## config.mk

```make
export PLATFORM = sky130hd
export DESIGN_NAME = alu_result_fifo
export DESIGN_NICKNAME = d
export VERILOG_FILES = /design/src/rtl/alu_result_fifo.sv
export SDC_FILE = /design/constraint.sdc
export NUM_CORES = 1
export LEC_CHECK = 0
export ABC_CLOCK_PERIOD_IN_PS = 3900
export CORE_UTILIZATION = 43
export DETAILED_ROUTE_END_ITERATION = 8
export GPL_TIMING_DRIVEN = 0
export PLACE_DENSITY = 0.69
export SETUP_SLACK_MARGIN = 0.4
export SYNTH_ARGS = -nofsm -noshare
export SYNTH_HDL_FRONTEND = slang
export SYNTH_SLANG_ARGS = --single-unit
```

## constraint.sdc

```tcl
create_clock -name CLK -period 3.9 [get_ports CLK]
set_clock_uncertainty 0.05 [all_clocks]
set_input_delay 0.585 -clock CLK [delete_from_list [all_inputs] [get_ports CLK]]
set_output_delay 0.585 -clock CLK [all_outputs]
set_load 0.02 [all_outputs]
```

## src/rtl/alu_result_fifo.sv

```systemverilog
// alu_result_fifo: first-word-fall-through result buffer between the ALU and
// write-back/observation logic. It holds up to DEPTH words, keeps a copy of the
// most recently consumed word in last_out, and supports a synchronous flush.
//
// Handshake: a word moves across an interface on a rising CLK edge where both
// valid and ready are high (push = in_valid & in_ready, pop = out_valid &
// out_ready). in_ready depends only on registered fullness and out_valid only
// on registered emptiness, so neither ready nor valid combinationally follows
// the opposite side of the buffer.
module alu_result_fifo #(
   parameter int unsigned      WIDTH       = 32,
   parameter int unsigned      DEPTH       = 4,
   parameter logic [WIDTH-1:0] RESET_VALUE = '0
) (
   input  logic                       CLK,
   input  logic                       RST,
   input  logic                       flush,
   input  logic                       in_valid,
   input  logic [WIDTH-1:0]           in_data,
   output logic                       in_ready,
   output logic                       out_valid,
   output logic [WIDTH-1:0]           out_data,
   input  logic                       out_ready,
   output logic [WIDTH-1:0]           last_out,
   output logic [$clog2(DEPTH+1)-1:0] count,
   output logic                       full,
   output logic                       empty
);

   localparam int unsigned PW = (DEPTH > 1) ? $clog2(DEPTH) : 1;
   localparam int unsigned CW = $clog2(DEPTH + 1);
   localparam logic [PW-1:0] LAST_IDX = PW'(DEPTH - 1);
   localparam logic [CW-1:0] DEPTH_C  = CW'(DEPTH);

   logic [WIDTH-1:0] mem_q [DEPTH];
   logic [PW-1:0]    wr_ptr_q, wr_ptr_d;
   logic [PW-1:0]    rd_ptr_q, rd_ptr_d;
   logic [CW-1:0]    count_q, count_d;
   logic [WIDTH-1:0] last_out_q, last_out_d;
   logic             push;
   logic             pop;
   logic             mem_we;

   // Pointers wrap at DEPTH-1 explicitly so non-power-of-2 depths work.
   function automatic logic [PW-1:0] ptr_inc(input logic [PW-1:0] p);
      return (p == LAST_IDX) ? '0 : p + 1'b1;
   endfunction

   // Status flags and handshake outputs, all from registered occupancy.
   always_comb begin
      full      = (count_q == DEPTH_C);
      empty     = (count_q == '0);
      in_ready  = !full;
      out_valid = !empty;
      out_data  = mem_q[rd_ptr_q];
      count     = count_q;
      last_out  = last_out_q;
      push      = in_valid & in_ready;
      pop       = out_valid & out_ready;
      mem_we    = push & !flush;
   end

   // Next-state: flush wins over push/pop; last_out captures the popped word.
   always_comb begin
      wr_ptr_d   = wr_ptr_q;
      rd_ptr_d   = rd_ptr_q;
      count_d    = count_q;
      last_out_d = last_out_q;
      if (flush) begin
         wr_ptr_d = '0;
         rd_ptr_d = '0;
         count_d  = '0;
      end else begin
         if (push) begin
            wr_ptr_d = ptr_inc(wr_ptr_q);
         end
         if (pop) begin
            rd_ptr_d   = ptr_inc(rd_ptr_q);
            last_out_d = out_data;
         end
         case ({push, pop})
            2'b10:   count_d = count_q + 1'b1;
            2'b01:   count_d = count_q - 1'b1;
            default: count_d = count_q;
         endcase
      end
   end

   // Control state register with asynchronous reset.
   always_ff @(posedge CLK or posedge RST) begin
      if (RST) begin
         wr_ptr_q   <= '0;
         rd_ptr_q   <= '0;
         count_q    <= '0;
         last_out_q <= RESET_VALUE;
      end else begin
         wr_ptr_q   <= wr_ptr_d;
         rd_ptr_q   <= rd_ptr_d;
         count_q    <= count_d;
         last_out_q <= last_out_d;
      end
   end

   // Storage array: no reset, contents are only meaningful while counted.
   always_ff @(posedge CLK) begin
      if (mem_we) begin
         mem_q[wr_ptr_q] <= in_data;
      end
   end

endmodule

```

# Yosys cells after proc, flatten, opt, wreduce, memory -nomap -nowiden
# Memories as Yosys holds them, arrays and structs flattened.
# Index checks and enable logic that the tools add are counted.
dict set report classes {
  n_bitwise 4
  addsub 4
  eq_ne 5
  n_reduce_logical 8
  mux 10
}
# op count
set op_table {}
lappend op_table {{2-bit two-way mux} 6}
lappend op_table {{2-bit == test, second input constant} 3}
lappend op_table {{3-bit one-hot mux with 2 select lines} 1}
lappend op_table {{2-bit by 1-bit adder with 2-bit output, second input constant} 2}
lappend op_table {{2-bit nonzero test} 2}
lappend op_table {{3-bit by 1-bit adder with 3-bit output, second input constant} 1}
lappend op_table {{1-bit bitwise AND} 3}
lappend op_table {{3-bit == test, second input constant} 1}
lappend op_table {{1-bit zero test} 3}
lappend op_table {{3-bit zero test} 1}
lappend op_table {{3-bit two-way mux} 1}
lappend op_table {{3-bit nonzero test} 1}
lappend op_table {{3-bit by 1-bit subtractor with 3-bit output, second input constant} 1}
lappend op_table {{2-bit by 1-bit == test with 1-bit output, second input constant} 1}
lappend op_table {{1-bit two-way mux} 2}
lappend op_table {{2-bit AND reduction} 1}
lappend op_table {{1-bit NOT} 1}
dict set report totals {
  out_inout_bits 71
  ramBits 128
  mem_count 1
  in_bits 37
  word_cells 36
  ff_bits 39
}
# name depth width read_ports rd_clocked_by_memory_dff wr line_no
set mem_list {}
lappend mem_list {mem_q 4 32 1 0 1 35} ;# logic [WIDTH-1:0] mem_q [DEPTH];

# Depth between registers and ports, before layout
# Gate-level depths: netlist of run 1.
dict set report depth {
  ltp_word 6
  depth_mapped 7
}

# Worst setup path before layout of run 1
# OpenSTA, ideal clock, no wires.
dict set report synth_timing {
  path_type {register to register}
  startpoint {register count_q[1], in the netlist count[1]}
  endpoint {memory mem_q[0][0], enable pin}
  stages_incl_launch_ff 6
  period_less_slack_ps 2693
  t_arrival_ps 2251
  t_required_ps 3458
  setup_slack_ps 1207
  setup_time_ps 392
  path_cell_list {dfrtp_1 -> buf_2 -> or3b_1 -> inv_1 -> nor3_1 -> and2_1}
}
dict set report synth_via {
  elab_chain_len 6
}
# item line_no
set synth_lines {}
lappend synth_lines {{from (decl)} 38} ;# logic [CW-1:0] count_q, count_d;
lappend synth_lines {{from (signal assigned)} 99} ;# count_q <= count_d;
lappend synth_lines {{3-bit == test} 51} ;# full = (count_q == DEPTH_C);
lappend synth_lines {{1-bit zero test} 53} ;# in_ready = !full;
lappend synth_lines {{via in_ready} 20} ;# output logic in_ready,
lappend synth_lines {{1-bit bitwise AND} 58} ;# push = in_valid & in_ready;
lappend synth_lines {{1-bit bitwise AND} 60} ;# mem_we = push & !flush;
lappend synth_lines {{1-bit two-way mux} 106} ;# if (mem_we) begin
lappend synth_lines {{1-bit two-way mux (implied by the code)} 107} ;# mem_q[wr_ptr_q] <= in_data;
lappend synth_lines {{to (decl)} 35}
# The timed path passes the listed nets, and every way through them passes these cells.

# Worst setup path in the final report of run 1
dict set report layout_timing {
  startpoint {register rd_ptr_q[1]}
  endpoint {output port out_data[10]}
}
dict set report layout_via {
  elab_chain_len 1
}
# item line_no
set layout_lines {}
lappend layout_lines {{from (decl)} 37} ;# logic [PW-1:0] rd_ptr_q, rd_ptr_d;
lappend layout_lines {{from (signal assigned)} 98} ;# rd_ptr_q <= rd_ptr_d;
lappend layout_lines {{memory 4 x 32 bit} -}
lappend layout_lines {{to (decl)} 22} ;# output logic [WIDTH-1:0] out_data,
# Every way passes these cells.

==> results of run 1 <==
==> how the worst min path moves through the flow <==
| stage | to | cells past startpoint | start |
|---|---|---|---|
| 3_3_place_gp | last_out[31] | 1 | last_out[31] |
| 6_report | last_out[23] | 1 | last_out[23] |
| 3_5_place_dp | last_out[29] | 1 | last_out[29] |
| 2_1_floorplan | wr_ptr_q[0] | 2 | wr_ptr_q[0] |
| 4_1_cts | last_out[17] | 1 | last_out[17] |
| 5_1_grt | last_out[25] | 1 | last_out[25] |
==> cell type report <==
class	instances	area (um2)	area share, %
flip-flops and latches	167	4820	56.2
multi-input cells	110	1560	18.2
repair buffers	111	1170	13.6
clock buffers	19	443	5.16
well taps	184	230	2.68
clock inverters	13	170	1.98
plain buffers	17	153	1.78
inverters	9	33.8	0.394
==> sequential cells by signal, summed over array words and instances, names as in the netlist <==
register,flops
rd_ptr_q,2
last_out,32
count,3
wr_ptr_q,2
mem_q,128
==> worst max-delay path: stages (launching register included) <==
cell             delay [ps]
dfrtp_1                 320
clkbuf_1                240
buf_2                   350
mux4_2                  400
clkdlybuf4s50_1         570
==> logic make-up (layout without fill, tap and decap cells) <==
family          count (synthesis)  count (layout)  synth area share (%)
flops                         167             167                  73.5
xor+xnor                        3               3                 0.401
simple gates                   22              22                  1.98
mux                            65              65                  18.5
compound gates                 15              15                  1.74
fa+ha+maj                       5               5                  1.07
buf+inv                        26             169                  2.84
==> cell usage after synthesis, drive strengths merged, types with 2 or more instances <==
| cell type | number | share of area, % |
|---|---|---|
| edfxtp | 128 | 59 |
| dfrtp | 39 | 15 |
| mux2 | 33 | 7.3 |
| mux4 | 32 | 11 |
| buf | 13 | 2.1 |
| inv | 9 | 0.52 |
| and2 | 5 | 0.48 |
| a21oi | 4 | 0.31 |
| clkbuf | 4 | 0.23 |
| ha | 4 | 0.76 |
| nand3 | 4 | 0.31 |
| nor2 | 4 | 0.34 |
| o21ai | 3 | 0.23 |
| nand2b | 2 | 0.19 |
| o2111ai | 2 | 0.27 |
| or2 | 2 | 0.19 |
| xor2 | 2 | 0.27 |
==> layer usage <==
| metal | up-vias | wire length (um) |
|---|---|---|
| li1 | 1467 | - |
| met1 | 1707 | 5290 |
| met2 | 98 | 6200 |
| met3 | 13 | 603 |
| met4 | 0 | 182 |
| met5 | - | 0 |
==> power breakdown <==
part	switching (uW)	total (uW)	internal, uW
combinational	655	1470	816
sequential	109	2250	2140
clock	682	1720	1030
==> metrics by stage <==
stage	util, %	instances	power [uW]	worst slack [ps]
after global placement	53.4	593	3730	117
after global routing	58.3	630	5650	858
after detailed placement	54.2	598	3760	941
final	58.3	630	5440	976
after floorplan	-	303	3120	1210
after CTS	58.3	630	5490	914
==> results.yml, run 1 <==
outcome:
  outcome: "complete, but fails checks"
  violations: "DRC"
setup_path:
  criticalPathCategory: "flop to output port"
  critPathCapture: "out_data[10]"
  required_ps: 3260
  r2r_start: "count[1]"
  startpoint: "rd_ptr_q[1]"
  reg2reg_to: "mem_q[1][18]"
  cp-end-kind: "output port"
  worstRegToRegCells: 6
  startpoint_type: "flop"
  worstPathMaxFanout: 10
  crit_arrival_ps: 2290
  r2r_slack_ps: 1630
sta:
  setup_viol: 0
  slew_headroom_pct: 62.5
  finalCritPeriodShare_pct: 75.0
  timing_hold_violations_final: 0
  tightest_slew_ps: 562
  fin_crit_ps: 2920
  hold_ws_ps: 459
  tns_ps: 0
  max_freq_mhz: 342
  rsz0062_at_grt: "no"
  drv_slew: 0
clock_network:
  insertion_delay_ps: 410
  cts_resized: 0
  cts_num_sinks: 167
  cts_tree: "yes"
  cts_buffers: 17
  clockBufferDepth: 2
  cts_setup_buffers: 0
  clk_pin_slew_ps: 60
  cts_root_buffer: "clkbuf_16"
  hold_buffers: 0
  htreeDepth: 4
yosys:
  synthFlopType: "edfxtp_1"
  synth_edf_count: 128
  avgSynthCellArea_um2: 21.6
  synth_seq_cells: 167
  syn_inst: 303
  seq_area_frac_synth_pct: 73.5
  async_flop_share_pct: 23.4
  ys_warn_count: 0
  synthesis.area_um2: 6560
  ys_types: 36
  synthesis.nets: 345
grt:
  grt_pass1_wl_um: 19400
  use_met1_pct: 21.2
  grt_usage_pct: 16.9
  met3_usage_pct: 4.88
  antenna_found_initial: 0
  grt-busiest-layer: "met2"
  grt_pass1_vias: 3501
  grt_max_degree: 29
  grt_overflow: 0
  use_met2_pct: 27.9
min_path:
  hold_class: "flop to flop"
layout:
  area.growth.synth_to_final_pct: 30.8
  n_antenna_cell: 0
  nNetsFinal: 475
  fill_cells: 1085
  layout_common_cells: "edfxtp_1, clkdlybuf4s50_1, dfrtp_1"
  final_common_cell: "edfxtp_1"
  drive_gt1_share_pct: 26.7
  finalInstanceArea_um2: 8580
placed_design:
  port-buffer-count: 106
  place.gp.congestion: 0.746
  place_area_um2: 7960
  dp_hpwl_um: 8030
die:
  coreArea_um2: 14700
  fp-row-count: 44
  die_h_um: 126
  dieArea_um2: 15800
  boundaryPins: 108
  start_util_pct: 44.6
  dieWidth_um: 126
power_and_ir_drop:
  p_per_area_nw_per_um2: 634
  ir_drop_uv: 394
  p_leak_uw: 0.00301
routing:
  vias: 3285
  firstDrtPassIters: 6
  drt.antenna.violating_nets: 0
  viasPerCell: 5.21
  wire_per_inst_um: 19.5
  first_iter_violations: 173
  drt_wl_total_um: 12300
  post-route-drc-count: 6
run:
  cap_violations: 0
(Power assumes the default switching activity.)
==> inputs of run 2 (changes only) <==
- ABC_CLOCK_PERIOD_IN_PS: 3900 -> 2400
- PLACE_DENSITY: 0.69 -> 0.71
- clock period: 3.9 -> 2.4 ns (I/O delays scaled with it)
==> run 2 against run 1 <==
Compared with the run above: the run still ends with DRC left; clock-buffer cell count increased by 3; sequential power increased by 63%; total power increased by 63%; critical endpoint is now out_data[31]; largest power group unchanged.
==> results.yml, run 2 (synthesis gave the netlist of run 1 again) <==
routing:
  wire_per_inst_um: 20.8
  post-route-drc-count: 6
  first_iter_violations: 250
  viasPerCell: 5.11
  vias: 3504
  drt.antenna.violating_nets: 0
  drt_wl_total_um: 14300
  firstDrtPassIters: 7
setup_path:
  criticalPathCategory: "flop to output port"
  worstRegToRegCells: 7
  worstPathMaxFanout: 6
  required_ps: 1990
  crit_arrival_ps: 1870
  reg2reg_to: "count[1]"
  cp-end-kind: "output port"
  startpoint_type: "flop"
  r2r_slack_ps: 370
  r2r_start: "count[1]"
  cp_slowest_cell: "mux4_2"
  critical_path.max_stage_delay_ps: 450
  path_cells: "buf_6 > buf_4 > buf_6 > buf_6 > mux4_2 > buf_6"
  crit_top_cell: "buf_6"
grt:
  grt_pass1_vias: 3703
  grt_usage_pct: 19.4
  grt_max_degree: 21
  antenna_found_initial: 0
  grt_overflow: 0
  grt_pass1_wl_um: 21800
power_and_ir_drop:
  power_switching_uw: 2440
  p_leak_uw: 0.00339
  p_per_area_nw_per_um2: 959
  combPwrFrac_pct: 31.5
  seq_power_share_pct: 41.2
  switching_share_pct: 27.5
  p_clk_share_pct: 27.2
  internal-power_uw: 6430
  ir_drop_uv: 800
clock_network:
  cts_tree: "yes"
  cts_root_buffer: "clkbuf_16"
  htreeDepth: 4
  clockBufferDepth: 2
  insertion_delay_ps: 420
  clk_pin_slew_ps: 60
  cts_num_sinks: 167
  cts_buffers: 17
die:
  boundaryPins: 108
  start_util_pct: 44.6
  dieArea_um2: 15800
  dieWidth_um: 126
  coreArea_um2: 14700
  die_h_um: 126
  fp-row-count: 44
sta:
  setup_viol: 0
  finalCritPeriodShare_pct: 94.9
  max_freq_mhz: 439
  timing_hold_violations_final: 0
  tightest_slew_ps: 608
  tns_ps: 0
  slew_headroom_pct: 59.4
  fin_crit_ps: 2280
  drv_slew: 0
  rsz0062_at_grt: "yes"
placed_design:
  dp.cells: 594
  port-buffer-count: 106
  dp_hpwl_um: 7640
  place.gp.congestion: 0.784
layout:
  area.growth.synth_to_final_pct: 41.0
  nNetsFinal: 531
  drive_gt1_share_pct: 44.4
  fin_cells: 686
  layout_common_cells: "edfxtp_1, clkdlybuf4s50_1, buf_6"
  largest_reg_flops: 128
  n_antenna_cell: 0
  fill_cells: 1075
  largest_register: "mem_q"
  final_common_cell: "edfxtp_1"
outcome:
  violations: "DRC"
  outcome: "complete, but fails checks"
run:
  cap_violations: 0
min_path:
  hold_class: "primary input to asynchronous set/reset pin"
-- run 2: area by class of cell --
| cell class | instances | area, um2 | share of cell area (%) |
|---|---|---|---|
| Tap cell | 184 | 230 | 2.49 |
| Inverter | 9 | 37.5 | 0.406 |
| Sequential cell | 167 | 4820 | 52.2 |
| Buffer | 17 | 175 | 1.89 |
| Clock buffer | 22 | 454 | 4.91 |
| Timing Repair Buffer | 163 | 1840 | 19.9 |
| Multi-Input combinational cell | 114 | 1610 | 17.4 |
| Clock inverter | 10 | 75.1 | 0.812 |
-- run 2: power groups by stage --
stage	Sequential (uW)	Clock, uW	Combinational [uW]
finish	3660	2420	2790
global route	3690	2570	2930
CTS	3660	2460	2700
detailed placement	3710	0	2410
global placement	3690	0	2380
floorplan	4040	0	1030
-- run 2: routing by layer --
layer,GRT usage (%),up-vias,part of all wire (%)
li1,-,1576,-
met1,24.0,1771,41
met2,32.5,129,51
met3,5.31,28,6.2
met4,7.60,0,2.3
met5,0,-,0
-- run 2: worst max path at each step --
stage                start            to  slack, ps  cells after the start
2_1_floorplan     count[2]   mem_q[0][0]        390                      5
3_3_place_gp      in_valid  mem_q[0][12]       -170                      5
3_5_place_dp      in_valid  mem_q[3][12]       -240                      5
4_1_cts        rd_ptr_q[0]   out_data[6]        110                      5
5_1_grt        rd_ptr_q[0]   out_data[6]         70                      5
6_report       rd_ptr_q[0]  out_data[31]        120                      6
-- run 2: through the flow --
stage | power, uW | worst slack [ps] | area [um2] | util [%] | hold slack, ps
after global routing | 9200 | 67.8 | 9250 | 62.9 | 276
after CTS | 8820 | 111 | 8980 | 61.1 | 244
after floorplan | 5080 | 386 | 6600 | - | 409
final | 8870 | 122 | 9250 | 62.9 | 240
after global placement | 6070 | -165 | 7890 | 53.7 | 440
after detailed placement | 6120 | -236 | 7910 | 53.8 | 445
-- run 2: critical path, delay by kind of cell (launching register included) --
family,cells,cell delay (ps)
buf+inv,5,630
mux,1,450
flops,1,370
-- run 2: timing repair --
action / CTS / global route
gates resized for setup: 234 / 18
gates cloned: 8 / 0
endpoints found under the setup margin: 165 / 134
buffers inserted: 36 / 16
pin swaps: 9 / 3
hold buffers: 0 / 0
==> inputs of run 3 (changes only) <==
- ABC_CLOCK_PERIOD_IN_PS: 2400 -> 2900
- PLACE_DENSITY: 0.71 -> 0.69
- clock period: 2.4 -> 2.9 ns (I/O delays scaled with it)
==> run 3 against run 2 <==
Compared with the run above: the flow still finishes with violations (DRC); cell count decreased by 8.6%; sequential share of layout area increased by 4.9 points; total power decreased by 19%; first-iteration DRC count decreased by 13%; sequential cell count unchanged; critical path type is now primary input to flop; final area decreased by 8.6%; largest power group unchanged; hold slack improved by 74 ps; clock power decreased by 5%.
==> results.yml, run 3 (synthesis gave the netlist of run 1 again) <==
routing:
  post-route-drc-count: 7
  viasPerCell: 5.21
  first_iter_violations: 217
  vias: 3266
  drt_wl_total_um: 12300
  drt.antenna.violating_nets: 0
  firstDrtPassIters: 6
  wire_per_inst_um: 19.7
sta:
  hold_ws_ps: 314
  rsz0062_at_grt: "yes"
  worst_slack_ps: 450
  fin_crit_ps: 2450
  finalCritPeriodShare_pct: 84.5
  max_freq_mhz: 408
  slew_headroom_pct: 64.6
  drv_slew: 0
  setup_viol: 0
  timing_hold_violations_final: 0
  tightest_slew_ps: 531
layout:
  fin_cells: 627
  finalInstanceArea_um2: 8450
  largest_reg_flops: 128
  area.growth.synth_to_final_pct: 28.8
  layout_common_cells: "edfxtp_1, clkdlybuf4s50_1, dfrtp_1"
  nNetsFinal: 472
  drive_gt1_share_pct: 28.0
  final_common_cell: "edfxtp_1"
  largest_register: "mem_q"
  n_antenna_cell: 0
placed_design:
  dp.cells: 594
  place.gp.congestion: 0.751
  port-buffer-count: 106
  place_area_um2: 7880
  place_ws_ps: -192
  dp_hpwl_um: 7540
power_and_ir_drop:
  power_switching_uw: 1880
  internal-power_uw: 5340
  p_per_area_nw_per_um2: 854
  switching_share_pct: 26.1
  seq_power_share_pct: 41.9
  p_leak_uw: 0.00303
  combPwrFrac_pct: 26.4
  ir_drop_uv: 574
  p_clk_share_pct: 31.7
die:
  fp-row-count: 44
  dieArea_um2: 15800
  boundaryPins: 108
  coreArea_um2: 14700
  dieWidth_um: 126
  die_h_um: 126
  start_util_pct: 44.6
setup_path:
  r2r_start: "count[1]"
  cp-end-kind: "flop"
  crit_arrival_ps: 2450
  critPathCapture: "mem_q[1][1]"
  critical_path.max_stage_delay_ps: 570
  startpoint: "in_valid"
  worstRegToRegCells: 5
  r2r_slack_ps: 640
  path_cells: "clkdlybuf4s50_1 > clkbuf_1 > inv_1 > nor3_2 > and2_4"
  cp_slowest_cell: "and2_4"
  worstPathMaxFanout: 32
  reg2reg_to: "mem_q[1][1]"
  required_ps: 2900
  criticalPathCategory: "primary input to flop"
  startpoint_type: "primary input"
clock_network:
  clk_pin_slew_ps: 60
  cts_buffers: 17
  cts_tree: "yes"
  cts_setup_buffers: 0
  cts_num_sinks: 167
  hold_buffers: 0
  htreeDepth: 4
  insertion_delay_ps: 420
  cts_root_buffer: "clkbuf_16"
  clockBufferDepth: 2
grt:
  grt-busiest-layer: "met2"
  use_met2_pct: 26.6
  grt_max_degree: 33
  grt_usage_pct: 16.6
  met3_usage_pct: 5.35
  grt_overflow: 0
  antenna_found_initial: 0
  grt_pass1_vias: 3406
  grt_pass1_wl_um: 19000
  use_met1_pct: 21.2
run:
  cap_violations: 0
outcome:
  violations: "DRC"
  outcome: "complete, but fails checks"
min_path:
  hold_class: "primary input to asynchronous set/reset pin"
[run 3: cell types whose count changed in the layout (fill, tap and decap cells not counted), moves of 10 or more]
cell | before | now
buf_12 | 16 | 4
clkdlybuf4s15_1 | 0 | 15
buf_6 | 52 | 4
clkbuf_2 | 1 | 11
dlygate4sd2_1 | 0 | 10
buf_4 | 32 | 4
[run 3: area by class of cell]
class	instances	area (um2)
multi-input combinational	111	1580
fill	1109	6250
clock buffer	25	485
timing repair buffer	107	1020
inverter	9	33.8
sequential	167	4820
buffer	17	161
clock inverter	7	123
tap	184	230
[run 3: worst min-delay path by stage]
stage            startpoint      endpoint  slack, ps
3_3_place_gp   last_out[31]  last_out[31]        440
6_report                RST  last_out[22]        310
4_1_cts                 RST  last_out[22]        320
2_1_floorplan    in_data[0]   mem_q[0][0]        480
5_1_grt                 RST  last_out[22]        350
3_5_place_dp   last_out[12]  last_out[12]        440
[run 3: power groups by stage]
stage / Sequential [uW] / Combinational, uW / Clock, uW
2_1_floorplan: 3350 / 846 / 0
3_3_place_gp: 3050 / 1960 / 0
3_5_place_dp: 3070 / 1980 / 0
4_1_cts: 3030 / 1930 / 2330
5_1_grt: 3060 / 2020 / 2440
6_report: 3020 / 1910 / 2290
[run 3: through the flow]
stage | setup TNS, ps | total power [uW] | util (%)
5_1_grt | 0 | 7520 | 57.5
4_1_cts | 0 | 7280 | 57.5
2_1_floorplan | 0 | 4190 | -
3_5_place_dp | -20620 | 5050 | 53.6
6_report | 0 | 7220 | 57.5
3_3_place_gp | -13270 | 5010 | 53.4
[run 3: worst max-delay path, delay by kind of cell]
family	cells	cell delay, ps
and+or+nand+nor	2	970
buffers and inverters	3	1020
[run 3: routing by layer]
| metal | part of all wire (%) | wire length, um |
|---|---|---|
| met2 | 50 | 6170 |
| met5 | 0 | 0 |
| met1 | 43 | 5270 |
| met4 | 1.3 | 158 |
| met3 | 6.1 | 753 |
[run 3: timing repair]
action,4_1_cts,5_1_grt
pin swaps,0,3
gates cloned,0,1
endpoints found under the setup margin,163,154
gates resized for setup,40,40
